**src/rtl/centroid_update.sv**
```systemverilog
// K-means centroid update: accumulates per-cluster coordinate sums/counts, then
// walks the clusters through an external combinational divider to emit centroids.
module centroid_update #(
   parameter int K  = 4,
   parameter int DW = 16
) (
   input  logic          clk,
   input  logic          rst,
   input  logic          pt_valid,
   input  logic [DW-1:0] pt_x,
   input  logic [DW-1:0] pt_y,
   input  logic [1:0]    pt_cid,
   input  logic          pt_last,
   output logic          pt_ready,
   output logic [31:0]   div_a,
   output logic [31:0]   div_b,
   input  logic [31:0]   div_q,
   output logic          cen_valid,
   output logic [1:0]    cen_id,
   output logic [DW-1:0] cen_x,
   output logic [DW-1:0] cen_y,
   output logic          cen_empty,
   output logic          busy,
   output logic          done,
   output logic          ovf
);

   typedef enum logic [1:0] {S_ACCUM, S_DIV_X, S_DIV_Y} state_t;

   state_t        state_q, state_d;
   logic [1:0]    k_q, k_d;
   logic [31:0]   sum_x_q [K], sum_x_d [K];
   logic [31:0]   sum_y_q [K], sum_y_d [K];
   logic [15:0]   cnt_q   [K], cnt_d   [K];
   logic [DW-1:0] qx_q, qx_d;
   logic          cen_valid_q, cen_valid_d;
   logic [1:0]    cen_id_q, cen_id_d;
   logic [DW-1:0] cen_x_q, cen_x_d;
   logic [DW-1:0] cen_y_q, cen_y_d;
   logic          cen_empty_q, cen_empty_d;
   logic          done_q, done_d;
   logic          ovf_q, ovf_d;
   logic          fresh_q, fresh_d;
   logic          accept;
   logic          cnt_zero;
   logic          div_q_unused;

   // Quotient cannot exceed 2^DW-1, so the upper bits carry no information.
   assign div_q_unused = |div_q[31:DW];

   assign busy      = (state_q != S_ACCUM);
   assign pt_ready  = !busy;
   assign accept    = pt_valid && pt_ready;
   assign cnt_zero  = (cnt_q[k_q] == '0);

   assign cen_valid = cen_valid_q;
   assign cen_id    = cen_id_q;
   assign cen_x     = cen_x_q;
   assign cen_y     = cen_y_q;
   assign cen_empty = cen_empty_q;
   assign done      = done_q;
   assign ovf       = ovf_q;

   always_comb begin
      state_d     = state_q;
      k_d         = k_q;
      sum_x_d     = sum_x_q;
      sum_y_d     = sum_y_q;
      cnt_d       = cnt_q;
      qx_d        = qx_q;
      cen_valid_d = 1'b0;
      cen_id_d    = cen_id_q;
      cen_x_d     = cen_x_q;
      cen_y_d     = cen_y_q;
      cen_empty_d = cen_empty_q;
      done_d      = 1'b0;
      ovf_d       = ovf_q;
      fresh_d     = fresh_q;
      div_a       = '0;
      div_b       = 32'd1;

      case (state_q)
         S_ACCUM: begin
            if (accept) begin
               // ovf survives until the first point of the following epoch so
               // that it can still be read alongside done.
               fresh_d = 1'b0;
               if (fresh_q) ovf_d = 1'b0;
               if (cnt_q[pt_cid] == '1) begin
                  ovf_d = 1'b1;
               end else begin
                  sum_x_d[pt_cid] = sum_x_q[pt_cid] + 32'(pt_x);
                  sum_y_d[pt_cid] = sum_y_q[pt_cid] + 32'(pt_y);
                  cnt_d[pt_cid]   = cnt_q[pt_cid] + 16'd1;
               end
               if (pt_last) begin
                  state_d = S_DIV_X;
                  k_d     = '0;
               end
            end
         end
         S_DIV_X: begin
            div_a   = sum_x_q[k_q];
            div_b   = cnt_zero ? 32'd1 : 32'(cnt_q[k_q]);
            qx_d    = div_q[DW-1:0];
            state_d = S_DIV_Y;
         end
         S_DIV_Y: begin
            div_a       = sum_y_q[k_q];
            div_b       = cnt_zero ? 32'd1 : 32'(cnt_q[k_q]);
            cen_valid_d = 1'b1;
            cen_id_d    = k_q;
            cen_empty_d = cnt_zero;
            cen_x_d     = cnt_zero ? '0 : qx_q;
            cen_y_d     = cnt_zero ? '0 : div_q[DW-1:0];
            if (k_q == 2'(K - 1)) begin
               state_d = S_ACCUM;
               done_d  = 1'b1;
               fresh_d = 1'b1;
               for (int unsigned i = 0; i < K; i++) begin
                  sum_x_d[i] = '0;
                  sum_y_d[i] = '0;
                  cnt_d[i]   = '0;
               end
            end else begin
               k_d     = k_q + 2'd1;
               state_d = S_DIV_X;
            end
         end
         default: state_d = S_ACCUM;
      endcase
   end

   always_ff @(posedge clk) begin
      if (rst) begin
         state_q     <= S_ACCUM;
         k_q         <= '0;
         sum_x_q     <= '{default: '0};
         sum_y_q     <= '{default: '0};
         cnt_q       <= '{default: '0};
         qx_q        <= '0;
         cen_valid_q <= 1'b0;
         cen_id_q    <= '0;
         cen_x_q     <= '0;
         cen_y_q     <= '0;
         cen_empty_q <= 1'b0;
         done_q      <= 1'b0;
         ovf_q       <= 1'b0;
         fresh_q     <= 1'b1;
      end else begin
         state_q     <= state_d;
         k_q         <= k_d;
         sum_x_q     <= sum_x_d;
         sum_y_q     <= sum_y_d;
         cnt_q       <= cnt_d;
         qx_q        <= qx_d;
         cen_valid_q <= cen_valid_d;
         cen_id_q    <= cen_id_d;
         cen_x_q     <= cen_x_d;
         cen_y_q     <= cen_y_d;
         cen_empty_q <= cen_empty_d;
         done_q      <= done_d;
         ovf_q       <= ovf_d;
         fresh_q     <= fresh_d;
      end
   end

endmodule

```
**config.mk**
```make
export PLATFORM = sky130hd
export DESIGN_NAME = centroid_update
export DESIGN_NICKNAME = d
export VERILOG_FILES = /design/src/rtl/centroid_update.sv
export SDC_FILE = /design/constraint.sdc
export NUM_CORES = 1
export LEC_CHECK = 0
export ABC_CLOCK_PERIOD_IN_PS = 15950
export CORE_MARGIN = 4
export CORE_UTILIZATION = 63
export DETAILED_ROUTE_END_ITERATION = 8
export PLACE_DENSITY = 0.86
export SYNTH_ARGS = -nofsm -noshare
export SYNTH_HDL_FRONTEND = slang
export SYNTH_SLANG_ARGS = --single-unit
```
**constraint.sdc**
```tcl
create_clock -name clk -period 15.95 [get_ports clk]
set_input_delay 4.785 -clock clk [delete_from_list [all_inputs] [get_ports clk]]
set_output_delay 4.785 -clock clk [all_outputs]
set_load 0.02 [all_outputs]
```
==> Word level (Yosys, flattened, before mapping) <==
Cells that the tools add are included.
{ "totals": {"regBits": 379, "elab_cells": 113, "input_bits": 70, "output_inout_bits": 104} }
{ "classes": {"addsub": 4, "n_eq_ne": 9, "n_reduce_logical": 15, "bitwise_logic": 3, "magnitude_cmp": 3, "muxes": 56} }
{ "op_table": {"columns": ["operator", "count"], "rows": [
  ["$mux 128", 5],
  ["$pmux 128 s2", 2],
  ["$mux 32", 9],
  ["$bmux 32 s2", 4],
  ["$bwmux 128", 2],
  ["$mux 64", 3],
  ["$mux 16", 9],
  ["$pmux 64 s2", 1],
  ["$add 32x16->32", 2],
  ["$bmux 16 s2", 2],
  ["$bwmux 64", 1],
  ["$demux 32 s2", 1],
  ["$pmux 32 s2", 1],
  ["$demux 16 s2", 1],
  ["$add 16x1->16 const B", 1],
  ["$eq 16x16->1 const B", 1],
  ["$logic_not 16->1", 1],
  ["$mux 2", 5],
  ["$ne 2x2->1 const B", 5],
  ["$reduce_and 4->1", 2],
  ["$mux 1", 7],
  ["$ge 3x3->1 const B", 2],
  ["$not 2->3", 2],
  ["$pmux 2 s3", 1],
  ["other kinds (14)", 20]
]} }

==> Depth between registers and ports, before layout <==
{ "depth": {"word_depth": 9, "depth_mapped": 20, "ltp_nobuf": 12} }

==> Worst setup path after synthesis <==
OpenSTA, ideal clock, no wires.
{ "synth_timing": {"path_type": "input to register", "from": "in pt_cid[0]", "to": "reg sum_y_q[88] in the netlist's numbering", "arrival_ps": 8947, "stages": 17, "setup_time_ps": 129, "path_slack_ps": 6874, "cell_sequence": "buf_6 -> buf_12 -> buf_6 -> buf_6 -> buf_6 -> buf_6 -> buf_1 -> mux4_2 -> ha_1 -> a21o_1 -> a211o_1 -> o211a_1 -> o31ai_1 -> nor2_1 -> nand2_1 -> xor2_1 -> o21ai_0"} }
{ "synth_via": {"elab_chain_len": 9, "word_cells_on_any_way": 20, "classes_between": "1 x add/sub; 2 x order compare; 2 x eq/ne; 12 x mux; 1 x bitwise; 2 x reduce/logical"} }
{ "synth_rtl": {"columns": ["item", "line_no", "text"], "rows": [
  ["start: declaration", "12", "input logic [1:0] pt_cid,"],
  ["$not 2->3 (implied by the code) *", "89, 93", null],
  ["$bmux 32 s2 (tied with other cells)", "93", "sum_y_d[pt_cid] = sum_y_q[pt_cid] + 32'(pt_y);"],
  ["$mux 32 (implied by the code) / $logic_and 1x1->1 (equally long branches)", "93", null],
  ["$mux 32 (implied by the code)", "93", null],
  ["$add 32x16->32 / $demux 32 s2 (equally long branches)", "93", null],
  ["$bwmux 128", "93", null],
  ["$mux 128", "89", "if (cnt_q[pt_cid] == '1) begin"],
  ["$mux 128", "84", "if (accept) begin"],
  ["$pmux 128 s2", "82", "case (state_q)"],
  ["end signal: assignment", "154", "sum_y_q <= sum_y_d;"],
  ["end: declaration", "33", "logic [31:0] sum_y_q [K], sum_y_d [K];"]
]} }
Mark *: on every way between the ends. The rest lies on a longest branch, timed or not. The select of a mux whose other input is x is not followed.
A chain may end at the register's enable or synchronous reset.

==> Worst setup path after layout <==
{ "layout_timing": {"from": "in pt_cid[0]", "to": "reg cnt_q[51] in the netlist's numbering"} }
{ "layout_via": {"elab_chain_len": 9, "word_cells_on_any_way": 17, "classes_between": "1 x add/sub; 2 x order compare; 2 x eq/ne; 9 x mux; 1 x bitwise; 2 x reduce/logical"} }
{ "layout_rtl": {"columns": ["item", "line_no", "text"], "rows": [
  ["$not 2->3 (implied by the code) *", "89, 94", null],
  ["$bmux 16 s2 (tied with other cells)", "89, 94", null],
  ["$mux 16 (implied by the code) / $logic_and 1x1->1 (equally long branches)", "89, 94", null],
  ["$mux 16 (on tied branches)", "89, 94", null],
  ["$add 16x1->16 / $demux 16 s2 (equally long branches)", "94", "cnt_d[pt_cid] = cnt_q[pt_cid] + 16'd1;"],
  ["$bwmux 64", "94", null],
  ["$mux 64", "89", null],
  ["$mux 64", "84", null],
  ["$pmux 64 s2", "82", null],
  ["end signal: assignment", "155", "cnt_q <= cnt_d;"],
  ["end: declaration", "34", "logic [15:0] cnt_q [K], cnt_d [K];"]
]} }
Marks and branches as above.

==> qor.csv <==
metric;value;unit
synth-edff-count;0;
hold_path_class;register to register;
io_buffers;141;
clock_sinks;379;
cp-start-kind;input port;
row_count;63;
final_cell_mix;dfxtp_1, o2bb2ai_1, clkdlybuf4s50_1;
routed_wl;51.7;mm
synth_compound_area_share;19.1;%
ys_seq_elements;379;
p_per_area;99.3;nW/µm²
grt_start_max_net_pins;82;
worst_pin_slew;1.18;ns
synth_top_family_by_area;multiplexers;
die-area;33000;µm²
cts_tree;yes;
timing.final.crit_share;59.6;%
grt_pass1_wl;82.9;mm
max_freq;105;MHz
synth_flop_cell;dfxtp_1;
max-cap-violations;0;
fin_nets;1877;
syn_to_final_growth;14.8;%
viasPerCell;7.01;
die_w;182;µm
postRouteAntennaNets;0;
antenna_found_initial;0;
cp_max_fo;58;
setup_viol;0;
hp-start;cnt_q[37]$_SDFFE_PP0P_;
drive_above_1_share;14.0;%
clk_latency;0.52;ns
setup_tns;0;ns
mappedNetlistArea;19000;µm²
drc;0;
ys_seq_area_share;39.9;%
rr_startpoint;state_q[0]$_SDFFE_PP0P_;
postSynthCellCount;1692;
via_count;15329;
clockRootBuffer;clkbuf_16;
async_reset_ff_share;0;%
hpwl;31.1;mm
track_usage;30.5;%
status;finished clean;
grt_pass1_vias;15511;
finalHoldViolations;0;
synth_fa_ha_area_share;2.78;%
synth.distinct_cells;68;
worst_slack;6.45;ns
maxSlewViolCount;0;
postCtsSetupBuffers;0;
totalPowerFinal;0.00216;W
final_common_cell;dfxtp_1;
htreeDepth;2;
clockBufferDepth;3;
arrival;9.96;ns
gp_congestion;0.881;
overflow;0;
cts_hold_buffers;0;
ys_warn_count;0;
clk_pin_slew;0.06;ns
finalClockSkew;0.0138;ns
synth_xor_area_share;3.27;%
synth-simple-area-share;10.2;%
critPathKind;input port to register;
routedWlPerCell;23.6;µm
worstPathRequired;16.41;ns
core_area;29700;µm²
die_h;182;µm
fin_crit;9.50;ns
initial_core_util;63.9;%
worst-r2r-setup-slack;11.55;ns
syn_avg_cell_area;11.2;µm²
post_cts_resized;0;
io_pins;174;
leakagePower;7.67;nW
cts_buffers;40;
timing.rr.end;cnt_q[51]$_SDFFE_PP0P_;
dp_slack;6.01;ns
slew-limit-headroom;21.3;%
muxShareOfSynthArea;20.4;%
ir_drop;0.0941;mV
critPathCaptureType;register;
endpoint;cnt_q[51]$_SDFFE_PP0P_;
drt-pass1-iter-count;5;
drt-initial-drc-count;1534;
r2r_cells;11;
diodes;0;
rsz0062_at_grt;no;
critPathLaunch;pt_cid[0];
## cells in the mapped netlist, drive strengths merged, types with 2 or more instances
master	number	area [µm²]
buf	97	561
nor4	10	77.6
nand3b	3	22.5
o21a	5	37.5
and3	21	136
a311oi	2	23.8
xnor2	38	333
dfxtp	379	7590
nand2b	12	75.1
mux2i	18	180
a21oi	67	354
o21bai	2	15.0
o211ai	4	30.0
ha	39	488
o21ai	63	315
a211oi	2	15.0
nor2b	41	257
nor2	67	254
nand2	129	494
o2bb2ai	138	1210
nor3	13	109
a21o	11	82.6
nand3	56	298
fa	2	40.0
and4b	2	20.0
mux4	160	3700
a31oi	2	12.5
clkbuf	52	195
a22o	136	1190
xor2	33	289
a31o	4	35.0
and2	11	68.8
a22oi	33	248
or2	2	12.5
nand4	11	75.1
inv	14	52.6
## layer usage
| metal | up-vias | global-route usage, % | wire (µm) |
|---|---|---|---|
| met4 | 0 | 12.4 | 2090 |
| li1 | 6658 | - | - |
| met1 | 7623 | 40.5 | 20400 |
| met3 | 157 | 5.21 | 4680 |
| met2 | 891 | 49.8 | 24500 |
| met5 | - | 0 | 0 |
## logic make-up (layout without fill, tap and decap cells)
logic type | count (synthesis) | count (layout)
and+or+nand+nor | 383 | 383
adders and majority gates | 41 | 41
other | 1 | 16
DFF | 379 | 379
muxes | 178 | 178
AOI/OAI and AO/OA | 475 | 475
xor gates and xnor gates | 71 | 71
buffers and inverters | 164 | 253
## worst max-delay path, cell delays in order
cell and delay (ns):
buf_4 0.61, buf_4 0.80, mux4_1 0.48, ha_1 0.26
nand3_1 0.16, nor3_4 0.28, nand3_4 0.22, nand4_1 0.33
nand2_1 0.16, a21oi_4 0.73, buf_4 0.78, a22o_1 0.25
## layout make-up
class,count,area [µm²]
tap,390,488
timing repair buffer,166,1590
multi-input combinational,1164,10700
inverter,15,56.3
sequential,379,7590
clock inverter,13,196
fill,1913,7920
clock buffer,59,1180
## worst min path at each step
stage / to / slack, ns / cells after the start
finish: cnt_q[37]$_SDFFE_PP0P_ / 0.46 / 2
global placement: cnt_q[37]$_SDFFE_PP0P_ / 0.44 / 2
floorplan: cnt_q[33]$_SDFFE_PP0P_ / 0.43 / 2
detailed placement: cnt_q[37]$_SDFFE_PP0P_ / 0.45 / 2
global route: cen_y[7]$_SDFFE_PP0P_ / 0.48 / 2
CTS: cnt_q[37]$_SDFFE_PP0P_ / 0.46 / 2
## per-stage QoR
step / cell area, µm² / hold slack [ns] / instances / utilization [%]
finish: 21800 / 0.460 / 2186 / 73.3
global placement: 20400 / 0.444 / 2114 / 68.7
floorplan: 19000 / 0.434 / 1707 / -
CTS: 21800 / 0.461 / 2186 / 73.3
detailed placement: 20400 / 0.453 / 2114 / 68.7
global route: 21800 / 0.478 / 2186 / 73.3
## report_power, final
group	leakage, nW	internal, W	total [W]	switching [W]
logic	3.93	0.0000809	0.000213	0.000132
clock network	0.679	0.000595	0.000971	0.000376
registers	3.06	0.000965	0.000980	0.0000144
## flip-flops by register name (all words and copies together) (netlist names), 2 cells and up
signal,flops
cen_id,2
cen_y,16
sum_x_q,128
cnt_q,64
sum_y_q,128
k_q,2
state_q,2
cen_x,16
qx_q,16
Power figures use the tool's default switching activity.
